### config.mk
export PLATFORM = sky130hd
export DESIGN_NAME = aclk_key_entry
export DESIGN_NICKNAME = d
export VERILOG_FILES = /design/src/rtl/aclk_key_entry.sv
export SDC_FILE = /design/constraint.sdc
export NUM_CORES = 1
export LEC_CHECK = 0
export ABC_CLOCK_PERIOD_IN_PS = 2200
export BUFFER_PORTS_ARGS = -buffer_cell sky130_fd_sc_hd__buf_2
export CAP_MARGIN = 40
export CORE_ASPECT_RATIO = 0.9
export CORE_MARGIN = 1
export CORE_UTILIZATION = 43
export DETAILED_ROUTE_END_ITERATION = 10
export PLACE_DENSITY = 0.66
export SETUP_SLACK_MARGIN = 0.5
export SLEW_MARGIN = 0
export SYNTH_ARGS = -nofsm -noshare
export SYNTH_HDL_FRONTEND = slang
export SYNTH_SLANG_ARGS = --single-unit
### constraint.sdc
create_clock -name clk -period 2.2 [get_ports clk]
set_input_delay 0.44 -clock clk [delete_from_list [all_inputs] [get_ports clk]]
set_output_delay 0.44 -clock clk [all_outputs]
set_load 0.1 [all_outputs]
### src/rtl/aclk_key_entry.sv
// Keypad entry stage: collects HH:MM digits and issues alarm/clock load strobes.
// Optional macro ACLK_TIME_CHECK_EN enables time validation and entry_error.
module aclk_key_entry #(
  parameter int unsigned TIMEOUT_CYCLES = 10
) (
  input  logic       clk,
  input  logic       reset,
  input  logic       key_valid,
  input  logic [3:0] key,
  output logic [3:0] new_alarm_ms_hr,
  output logic [3:0] new_alarm_ls_hr,
  output logic [3:0] new_alarm_ms_min,
  output logic [3:0] new_alarm_ls_min,
  output logic       load_new_a,
  output logic       load_new_c,
  output logic       entry_error,
  output logic       entry_active,
  output logic [2:0] digit_count
);

  localparam int unsigned CntW = $clog2(TIMEOUT_CYCLES + 1);
  localparam logic [CntW-1:0] CntLast = CntW'(TIMEOUT_CYCLES - 1);

  typedef enum logic [1:0] {
    S_IDLE,
    S_ENTRY,
    S_LOAD,
    S_ERR
  } state_e;

  state_e          state_q, state_d;
  logic [3:0][3:0] digits_q, digits_d;
  logic [2:0]      cnt_q, cnt_d;
  logic [CntW-1:0] idle_q, idle_d;
  logic            load_a_q, load_a_d;
  logic            load_c_q, load_c_d;
  logic            err_q, err_d;
  logic            active_q, active_d;

  logic is_digit, is_cmd, time_ok;

  assign is_digit = key_valid && (key <= 4'd9);
  assign is_cmd   = key_valid && ((key == 4'hA) || (key == 4'hB));

  // Buffer must form a legal 24h time with all four digits entered
`ifdef ACLK_TIME_CHECK_EN
  assign time_ok = (digits_q[3] <= 4'd2) &&
                   ((digits_q[3] != 4'd2) || (digits_q[2] <= 4'd3)) &&
                   (digits_q[1] <= 4'd5) &&
                   (digits_q[0] <= 4'd9) &&
                   (cnt_q == 3'd4);
`else
  assign time_ok = 1'b1;
`endif

  always_ff @(posedge clk) begin
    if (reset) begin
      state_q  <= S_IDLE;
      digits_q <= '0;
      cnt_q    <= '0;
      idle_q   <= '0;
      load_a_q <= 1'b0;
      load_c_q <= 1'b0;
      err_q    <= 1'b0;
      active_q <= 1'b0;
    end else begin
      state_q  <= state_d;
      digits_q <= digits_d;
      cnt_q    <= cnt_d;
      idle_q   <= idle_d;
      load_a_q <= load_a_d;
      load_c_q <= load_c_d;
      err_q    <= err_d;
      active_q <= active_d;
    end
  end

  always_comb begin
    state_d  = state_q;
    digits_d = digits_q;
    cnt_d    = cnt_q;
    idle_d   = '0;
    load_a_d = 1'b0;
    load_c_d = 1'b0;
    err_d    = 1'b0;

    unique case (state_q)
      S_IDLE: begin
        if (is_digit) begin
          digits_d = {12'h000, key};
          cnt_d    = 3'd1;
          state_d  = S_ENTRY;
        end
      end
      S_ENTRY: begin
        if (is_digit) begin
          digits_d = {digits_q[2:0], key};
          cnt_d    = (cnt_q == 3'd4) ? 3'd4 : cnt_q + 3'd1;
        end else if (is_cmd) begin
          if (time_ok) begin
            state_d  = S_LOAD;
            load_a_d = (key == 4'hA);
            load_c_d = (key == 4'hB);
          end else begin
            state_d = S_ERR;
            err_d   = 1'b1;
          end
        end else if (idle_q == CntLast) begin
          // A key on the expiry edge takes the branches above instead
          digits_d = '0;
          cnt_d    = '0;
          state_d  = S_IDLE;
        end else begin
          idle_d = idle_q + CntW'(1);
        end
      end
      S_LOAD: begin
        cnt_d   = '0;
        state_d = S_IDLE;
      end
      S_ERR: begin
        digits_d = '0;
        cnt_d    = '0;
        state_d  = S_IDLE;
      end
      default: begin
        state_d = S_IDLE;
      end
    endcase

    active_d = (state_d == S_ENTRY);
  end

  assign new_alarm_ms_hr  = digits_q[3];
  assign new_alarm_ls_hr  = digits_q[2];
  assign new_alarm_ms_min = digits_q[1];
  assign new_alarm_ls_min = digits_q[0];
  assign load_new_a       = load_a_q;
  assign load_new_c       = load_c_q;
  assign entry_error      = err_q;
  assign entry_active     = active_q;
  assign digit_count      = cnt_q;

endmodule

After elaboration in Yosys (flattened, before gate mapping):

Index checks and enable logic that the tools add are counted.

* flip-flop bits (word level): 28
* word-level logic and storage cells: 52

* $add $sub $neg: 2
* order comparisons: 1
* eq/ne operators: 11
* muxes and demuxes: 16
* bitwise operators: 2
* reduce and logical (&&, ||, !) cells: 10

Operators with widths (number)
* $mux 16: 4
* $pmux 16 s3: 1
* $mux 3: 5
* $eq 4x4->1 const B: 3
* $pmux 3 s3: 1
* $mux 2: 4
* $ne 3x3->1 const B: 2
* $pmux 2 s3: 1
* $reduce_or 5->1: 1
* $add 4x1->4 const B: 1
* $eq 2x1->1 const B: 2
* $eq 2x2->1 const B: 2
* $le 4x4->1 const B: 1
* $reduce_and 4->1: 1
* $reduce_or 4->1: 1
* $add 3x1->3 const B: 1
* $eq 3x3->1 const B: 1
* $reduce_and 3->1: 1
* $reduce_bool 3->1: 1
* $logic_and 1x1->1: 2
* $logic_not 2->1: 1
* $ne 2x2->1 const B: 1
* $not 1->1: 2
* $reduce_or 2->1: 1
* $logic_or 1x1->1: 1

Logic depth before layout (Yosys ltp):

Gate-level depths: netlist (run 1).

* word-level depth: 7
* mapped depth: 6
* depth with buffers taken out: 5

Least setup slack after synthesis (run 1):

No wires, ideal clock.

* kind: register to register
* start point: register cnt_q[0] (netlist: digit_count[0])
* end point: register cnt_q[2] (netlist: digit_count[2])
* data arrival time: 1.772 ns
* required time: 2.053 ns
* slack: 0.281 ns
* cell stages (with the launch flop): 6
* path buffers: 0
* clock period less this slack: 1.919 ns
* cell sequence: dfxtp_1 > inv_1 > ha_1 > nand3b_1 > a211oi_1 > a2111oi_0

* word-level cells in the longest chain between the ends: 4
* elaborated cells between the ends (all ways): 5
* classes of those cells: add/sub: 1; eq/ne: 1; mux: 3

Ends and longest elaborated chain
* from (decl): line 33 `logic [2:0] cnt_q, cnt_d;`
* from (signal assigned): line 69 `cnt_q <= cnt_d;`
* $add 3x1->3 / $eq 3x3->1 (equally long branches): line 98 `cnt_d = (cnt_q == 3'd4) ? 3'd4 : cnt_q + 3'd1;`
* $mux 3 *: line 98
* $mux 3 *: line 96 `if (is_digit) begin`
* $pmux 3 s3 *: line 87 `unique case (state_q)`

Every way passes the cells marked *; elsewhere a longest branch is shown, timed or not.
A chain may end at the register's enable or synchronous reset.

Worst setup path after layout (run 1):

* start point: register cnt_q[2] (netlist: digit_count[2])
* end point: output port digit_count[2]

RTL lines
* to (decl): line 18 `output logic [2:0] digit_count`

No word-level cell between the ends.

==> results of run 1 <==
cell usage after synthesis, types with 3 or more instances:
| cell type | number |
|---|---|
| nor3_1 | 6 |
| buf_2 | 3 |
| ha_1 | 4 |
| nor3b_1 | 13 |
| nand4_1 | 4 |
| inv_1 | 5 |
| o31ai_1 | 5 |
| dfxtp_1 | 28 |
| a32o_1 | 12 |
| nand3b_1 | 7 |
| nand2_1 | 3 |
registers in the layout (all words and copies together), names as in the netlist:
| signal | flops |
|---|---|
| load_new_a | 1 |
| load_new_c | 1 |
| new_alarm_ls_hr | 4 |
| digit_count | 3 |
| idle_q | 4 |
| new_alarm_ls_min | 4 |
| entry_active | 1 |
| new_alarm_ms_hr | 4 |
| state_q | 2 |
| new_alarm_ms_min | 4 |
routing by layer:
metal / vias up / global-route usage [%]
met3: 2 / 2.93
met1: 503 / 26.4
met5: - / 0
met4: 0 / 7.14
met2: 25 / 30.1
li1: 516 / -
layout make-up:
cell class | count | share of cell area (%)
Sequential cell | 28 | 39.1
Clock buffer | 4 | 2.52
Inverter | 5 | 1.30
Multi-Input combinational cell | 81 | 43.8
Tap cell | 40 | 3.48
Timing Repair Buffer | 28 | 9.74
worst reg2reg max path: cells and delay by family, from the launching register on:
kind | cells | cell delay, ns
and+or+nand+nor | 2 | 0.64
adders and majority gates | 1 | 0.17
AOI/OAI and AO/OA | 1 | 0.29
DFF | 1 | 0.42
metrics by stage:
stage	area, sq um	std cells	total power, mW
floorplan	1260	122	0.653
global placement	1400	182	0.676
detailed placement	1400	182	0.677
CTS	1430	186	0.921
global route	1440	186	0.951
finish	1440	186	0.910
worst min path at each step:
| stage | endpoint | slack (ns) | cells past startpoint |
|---|---|---|---|
| after global placement | new_alarm_ms_hr[1] | 0.46 | 1 |
| final | load_new_a | 0.32 | 2 |
| after floorplan | idle_q[0] | 0.46 | 1 |
| after detailed placement | new_alarm_ms_hr[1] | 0.48 | 1 |
| after CTS | load_new_a | 0.30 | 2 |
| after global routing | load_new_a | 0.28 | 2 |
power breakdown:
| part | switching [mW] | internal, mW | leakage (nW) |
|---|---|---|---|
| Clock | 0.141 | 0.101 | 0.0210 |
| Combinational | 0.111 | 0.0269 | 0.325 |
| Sequential | 0.0110 | 0.518 | 0.228 |
kinds of logic after synthesis:
group,after synthesis
AND/OR/NAND/NOR,45
AO/OA/AOI/OAI,29
flip-flops,28
buffers and inverters,13
adder cells (fa/ha/maj),4
XOR/XNOR,2
other,1
repair_timing:
| action | 4_1_cts | 5_1_grt |
|---|---|---|
| buffers inserted | 0 | 0 |
| setup endpoints to repair | 0 | 5 |
| resized for setup | 0 | 1 |
| hold buffers | 0 | 0 |
==> impl_results.md, run 1 <==
* Worst-path fanout max at 4
* Vias in the first global route at 969
* Worst Path Arrival at 1.18 ns
* Num Clock Sinks at 28
* Highest clock rate at 619 MHz
* Final setup viols at 0
* Unrepaired setup endpoints after global routing: false
* Deepest clock path buffer count at 2
* Layout cells sized above 1 at 28.8%
* WP data required at 1.76 ns
* Die area at 3140 sq um
* Post-DR wirelength/cell at 14.5 um
* Status: finished, final reports clean
* Total grt overflow at 0
* FF-to-FF Start: idle_q[0]
* Clk root buf: clkbuf_4
* Largest net degree at the start of global routing at 20
* Clk slew on worst S/H paths at 0.14 ns
* Starting Density at 45.4%
* Routability cong. at 0.776
* # Max-Cap Violations at 0
* Worst-path cell chain: buf_2
* Pre-antenna DRT Iters at 4
* Cell count after synthesis at 122
* WL met3 at 100 um
* Initial antenna violation count at 0
* Post-Synth XOR/XNOR Area at 1.39%
* Total Routed Length at 2690 um
* Tmin final at 1.62 ns
* Cts bufs inserted at 3
* Worst setup margin at 0.584 ns
* Final net count at 158
* Yosys top cell area share at 44.6%
* DRT met1 WL at 1330 um
* Largest area contributor in the netlist: dfxtp_1
* Crit-path slowest cell: buf_2
* Standard-cell row count at 18
* Critical Path Start Type: flip-flop
* Hold path startpoint: key[0]
* Leakage at 0.574 nW
* Sequential-to-total area share from yosys stat at 44.6%
* Synthesized flop and latch total at 28
* Most frequent cells in the layout: 28 x buf_2, 26 x dfxtp_1, 13 x nor3b_1, 12 x a32o_1, 7 x nand3b_1
* Post-synth EDFFs at 0
* R2r worst-path depth at 4
* Mux share of post-synthesis cell area at 0%
* Post-Place Setup Slack at 0.424 ns
* Worst hold-check path type: input port to flip-flop
* CP Capture Type: output port
* Mapped Area at 1260 sq um
* Post-route antenna net violation count at 0
* Hold_ws at 0.322 ns
* End of the critical path: digit_count[2]
* Crit Path Category: flip-flop to output port
* H-tree depth at 1
* Synth Area in Adders at 3.98%
* Multi-input logic area at 631 sq um
* Fillers at 281
* Area occupied by registers at 563 sq um
* Top Layer Used: met4
* Power density over the cells at 632 nW/um^2
* CTS tree: done
* Layout area overhead at 14.4%
* Synth warnings at 0
* Die Wd at 59 um
* Setup TNS at 0 ns
* Hpwl dp at 1950 um
* Commonest non-fill, non-tap cell in the layout: buf_2
* GRT Overall Usage at 19.2%
* Total number of vias at 1046
* VDD IR max at 0.297 mV
* Final Hold Fails at 0
* Crit path depth at 1
* Post-layout util at 51.9%
* Vias/cell at 5.62
* Initial DRC Count at 40
* Critical path buffer and inverter count at 1
* Ports at 30
* Core ar. at 2770 sq um
* Async S/R FF share, synth at 0%
* Flop2flop setup slack at 0.60 ns
* Diode count at 0
* Mapped Nets at 133
* Met2 Wirelength at 1250 um
* Clk_lat worst skew at 0.32 ns
* Synth Area in Simple Gates at 24.6%
* Input/output buffers at 28
* Remaining DRCs at 0
* Dominant synthesized flop cell: dfxtp_1
* Main combinational cell family by area after synthesis: simple AND/OR/NAND/NOR gates
* Crit path launch: digit_count[2]
* Tcrit/Tclk final at 73.5%
* Fin. max-slew vios at 0
* Worst path top cell family by delay: buffers and inverters
* Complex-gate fraction of the synthesized area at 19.5%
* Worst Clk Skew at 0.00516 ns
* Reg2reg end: new_alarm_ms_min[0]
* Worst path max stage delay at 0.45 ns
* Avg Cell Area, Syn at 10.3 sq um
* Die Height at 53.3 um
* Main area contributors after synthesis: dfxtp_1 45%, a32o_1 9.6%, nor3b_1 7.8%, nand3b_1 4.2%, ha_1 4.0%
* First-pass GRT wire length at 4500 um
* Post-synthesis cell type count at 37
No activity file was read; power rests on OpenSTA's default activity.
==> run 2, diff against run 1 <==
--- a/config.mk
+++ b/config.mk
@@ -5,7 +5,7 @@
 export SDC_FILE = /design/constraint.sdc
 export NUM_CORES = 1
 export LEC_CHECK = 0
-export ABC_CLOCK_PERIOD_IN_PS = 2200
+export ABC_CLOCK_PERIOD_IN_PS = 1700
 export BUFFER_PORTS_ARGS = -buffer_cell sky130_fd_sc_hd__buf_2
 export CAP_MARGIN = 40
 export CORE_ASPECT_RATIO = 0.9
==> constraint.sdc (replaced) <==
create_clock -name clk -period 1.7 [get_ports clk]
set_input_delay 0.34 -clock clk [delete_from_list [all_inputs] [get_ports clk]]
set_output_delay 0.34 -clock clk [all_outputs]
set_load 0.1 [all_outputs]
==> impl_results.md, run 2 (synthesis results as in run 1) <==
* Comb pwr share at 20.6% (+5.4 points)
* Clk root buf: clkbuf_4
* Total Routed Length at 3550 um (+32%)
* Critical Path Start Type: flip-flop
* Placed cell area at 1460 sq um (+4.7%)
* Clock share of power at 26.1% (-0.6 points)
* Commonest non-fill, non-tap cell in the layout: buf_12
* Pre-antenna DRT Iters at 4 (unchanged)
* Final setup viols at 0 (unchanged)
* Crit Path Category: flip-flop to flip-flop
* Highest clock rate at 692 MHz
* Worst hold-check path type: input port to flip-flop
* Switching Power at 0.394 mW (+49%)
* Vias/cell at 5.65 (+0.53%)
* Worst-path fanout max at 7 (+3)
* Deepest clock path buffer count at 2 (unchanged)
* Post-route antenna net violation count at 0 (unchanged)
* First-pass GRT wire length at 5350 um (+19%)
* Post-DR wirelength/cell at 17.3 um (+20%)
* Final net count at 177 (+12%)
* WP data required at 1.95 ns (+0.19 ns)
* Rel. slew slack at 57.4%
* Standard-cell row count at 18 (unchanged)
* Tcrit/Tclk final at 85.0%
* Die area at 3140 sq um (unchanged)
* Setup TNS at 0 ns (unchanged)
* Diode count at 0 (unchanged)
* Design area at 2080 sq um (+45%)
* Unrepaired setup endpoints after global routing: true
* Power density over the cells at 617 nW/um^2 (-2.4%)
* # Max-Cap Violations at 0 (unchanged)
* Int Power at 0.891 mW (+38%)
* CTS tree: done
* Core ar. at 2770 sq um (unchanged)
* Initial DRC Count at 74 (+85%)
* Remaining DRCs at 0 (unchanged)
* Clk_lat worst skew at 0.34 ns (+0.02 ns)
* Layout cells sized above 1 at 60.6% (+32 points)
* Sequential power share at 53.2% (-5.0 points)
* Final Hold Fails at 0 (unchanged)
* Tmin final at 1.45 ns
* Clk slew on worst S/H paths at 0.15 ns (about the same)
* Hold_ws at 0.186 ns (-0.136 ns)
* Total number of vias at 1159 (+11%)
* Initial antenna violation count at 0 (unchanged)
* Routability cong. at 0.822 (+5.9%)
* Ports at 30 (unchanged)
* Worst-Margin Slew at 0.633 ns
* Worst Path Arrival at 1.69 ns (+0.51 ns)
* CP Capture Type: flip-flop
* Leakage at 0.769 nW (+34%)
* Total grt overflow at 0 (unchanged)
* Hpwl dp at 1930 um (-0.93%)
* Die Wd at 59 um (unchanged)
* VDD IR max at 0.575 mV (+93%)
* Num Clock Sinks at 28 (unchanged)
* Most frequent cells in the layout: 22 x buf_12, 19 x dfxtp_2, 17 x buf_4, 12 x nor3b_1, 12 x a32o_1
* Fillers at 203 (-28%)
* Cts bufs inserted at 3 (unchanged)
* Vias in the first global route at 1072 (+11%)
* Fin. max-slew vios at 0 (unchanged)
* Layout area overhead at 65.6%
* Input/output buffers at 28 (unchanged)
* # hold bufs at CTS at 0 (unchanged)
* Sw Share at 30.6% (+1.7 points)
* Largest net degree at the start of global routing at 19 (-5.0%)
* Die Height at 53.3 um (unchanged)
* H-tree depth at 1 (unchanged)
* GRT Overall Usage at 23.2% (+4.0 points)
* Starting Density at 45.4% (unchanged)
* Status: finished, final reports clean
* Worst Clk Skew at 0.00327 ns (-0.00188 ns)
-- run 2: changes by cell type in the layout (fill, tap and decap cells not counted), moves of 2 or more --
cell and delta:
a21boi_1 +2, buf_12 +22, nor3_2 +2, buf_4 +17
dfxtp_1 -24, buf_2 -22, dfxtp_4 +7, dfxtp_2 +17
nor3_1 -2, o31ai_1 -4, o31ai_4 +2, o31ai_2 +2
or3_4 +2, a21boi_0 -2
-- run 2: final cells by class --
| type | count | area, sq um | area share (%) |
|---|---|---|---|
| Multi-Input combinational cell | 82 | 757 | 36.4 |
| Sequential cell | 28 | 611 | 29.3 |
| Timing Repair Buffer | 46 | 609 | 29.3 |
| Tap cell | 40 | 50.0 | 2.40 |
| Clock buffer | 4 | 36.3 | 1.74 |
| Inverter | 5 | 18.8 | 0.901 |
-- run 2: power groups by stage --
| stage | Clock, mW | Sequential, mW | Combinational, mW |
|---|---|---|---|
| 2_1_floorplan | 0 | 0.772 | 0.0784 |
| 6_report | 0.335 | 0.684 | 0.265 |
| 3_5_place_dp | 0 | 0.698 | 0.189 |
| 4_1_cts | 0.335 | 0.682 | 0.245 |
| 3_3_place_gp | 0 | 0.698 | 0.189 |
| 5_1_grt | 0.362 | 0.687 | 0.276 |
-- run 2: worst max-delay path, cell delays in order, from the launching register on --
cell      delay (ns)
dfxtp_2         0.35
inv_2           0.06
ha_4            0.11
nand3b_1        0.17
or3_4           0.43
a32o_1          0.24
-- run 2: through the flow --
stage / worst slack (ns) / power [mW] / utilization, % / std cells
after CTS: 0.236 / 1.26 / 72.6 / 205
after global placement: 0.158 / 0.886 / 52.8 / 186
after detailed placement: 0.111 / 0.887 / 52.8 / 186
final: 0.254 / 1.28 / 75.2 / 205
after floorplan: 0.203 / 0.850 / - / 122
after global routing: 0.188 / 1.32 / 75.2 / 205
-- run 2: what timing repair did --
item,CTS,global route
setup buffers,14,0
gates resized for setup,116,14
cloned,1,0
pin swaps,24,3
setup endpoints to repair,47,48
-- run 2: path summary, 6_finish.rpt --
path | start | end | slack, ns | depth (start not counted)
setup / recovery | idle_q[1] | new_alarm_ms_min[0] | 0.25 | 5
hold / removal | key[0] | load_new_a | 0.19 | 2
setup reg to reg | idle_q[1] | new_alarm_ms_min[0] | 0.25 | 5
hold reg to reg | new_alarm_ls_hr[0] | new_alarm_ms_hr[0] | 0.53 | 1
-- run 2: layer usage --
layer / wire [um] / track usage, % / up-vias
met4: 36 / 2.38 / 0
met1: 1650 / 31.7 / 561
met3: 129 / 4.65 / 5
li1: - / - / 558
met5: 0 / 0 / -
met2: 1730 / 38.8 / 35
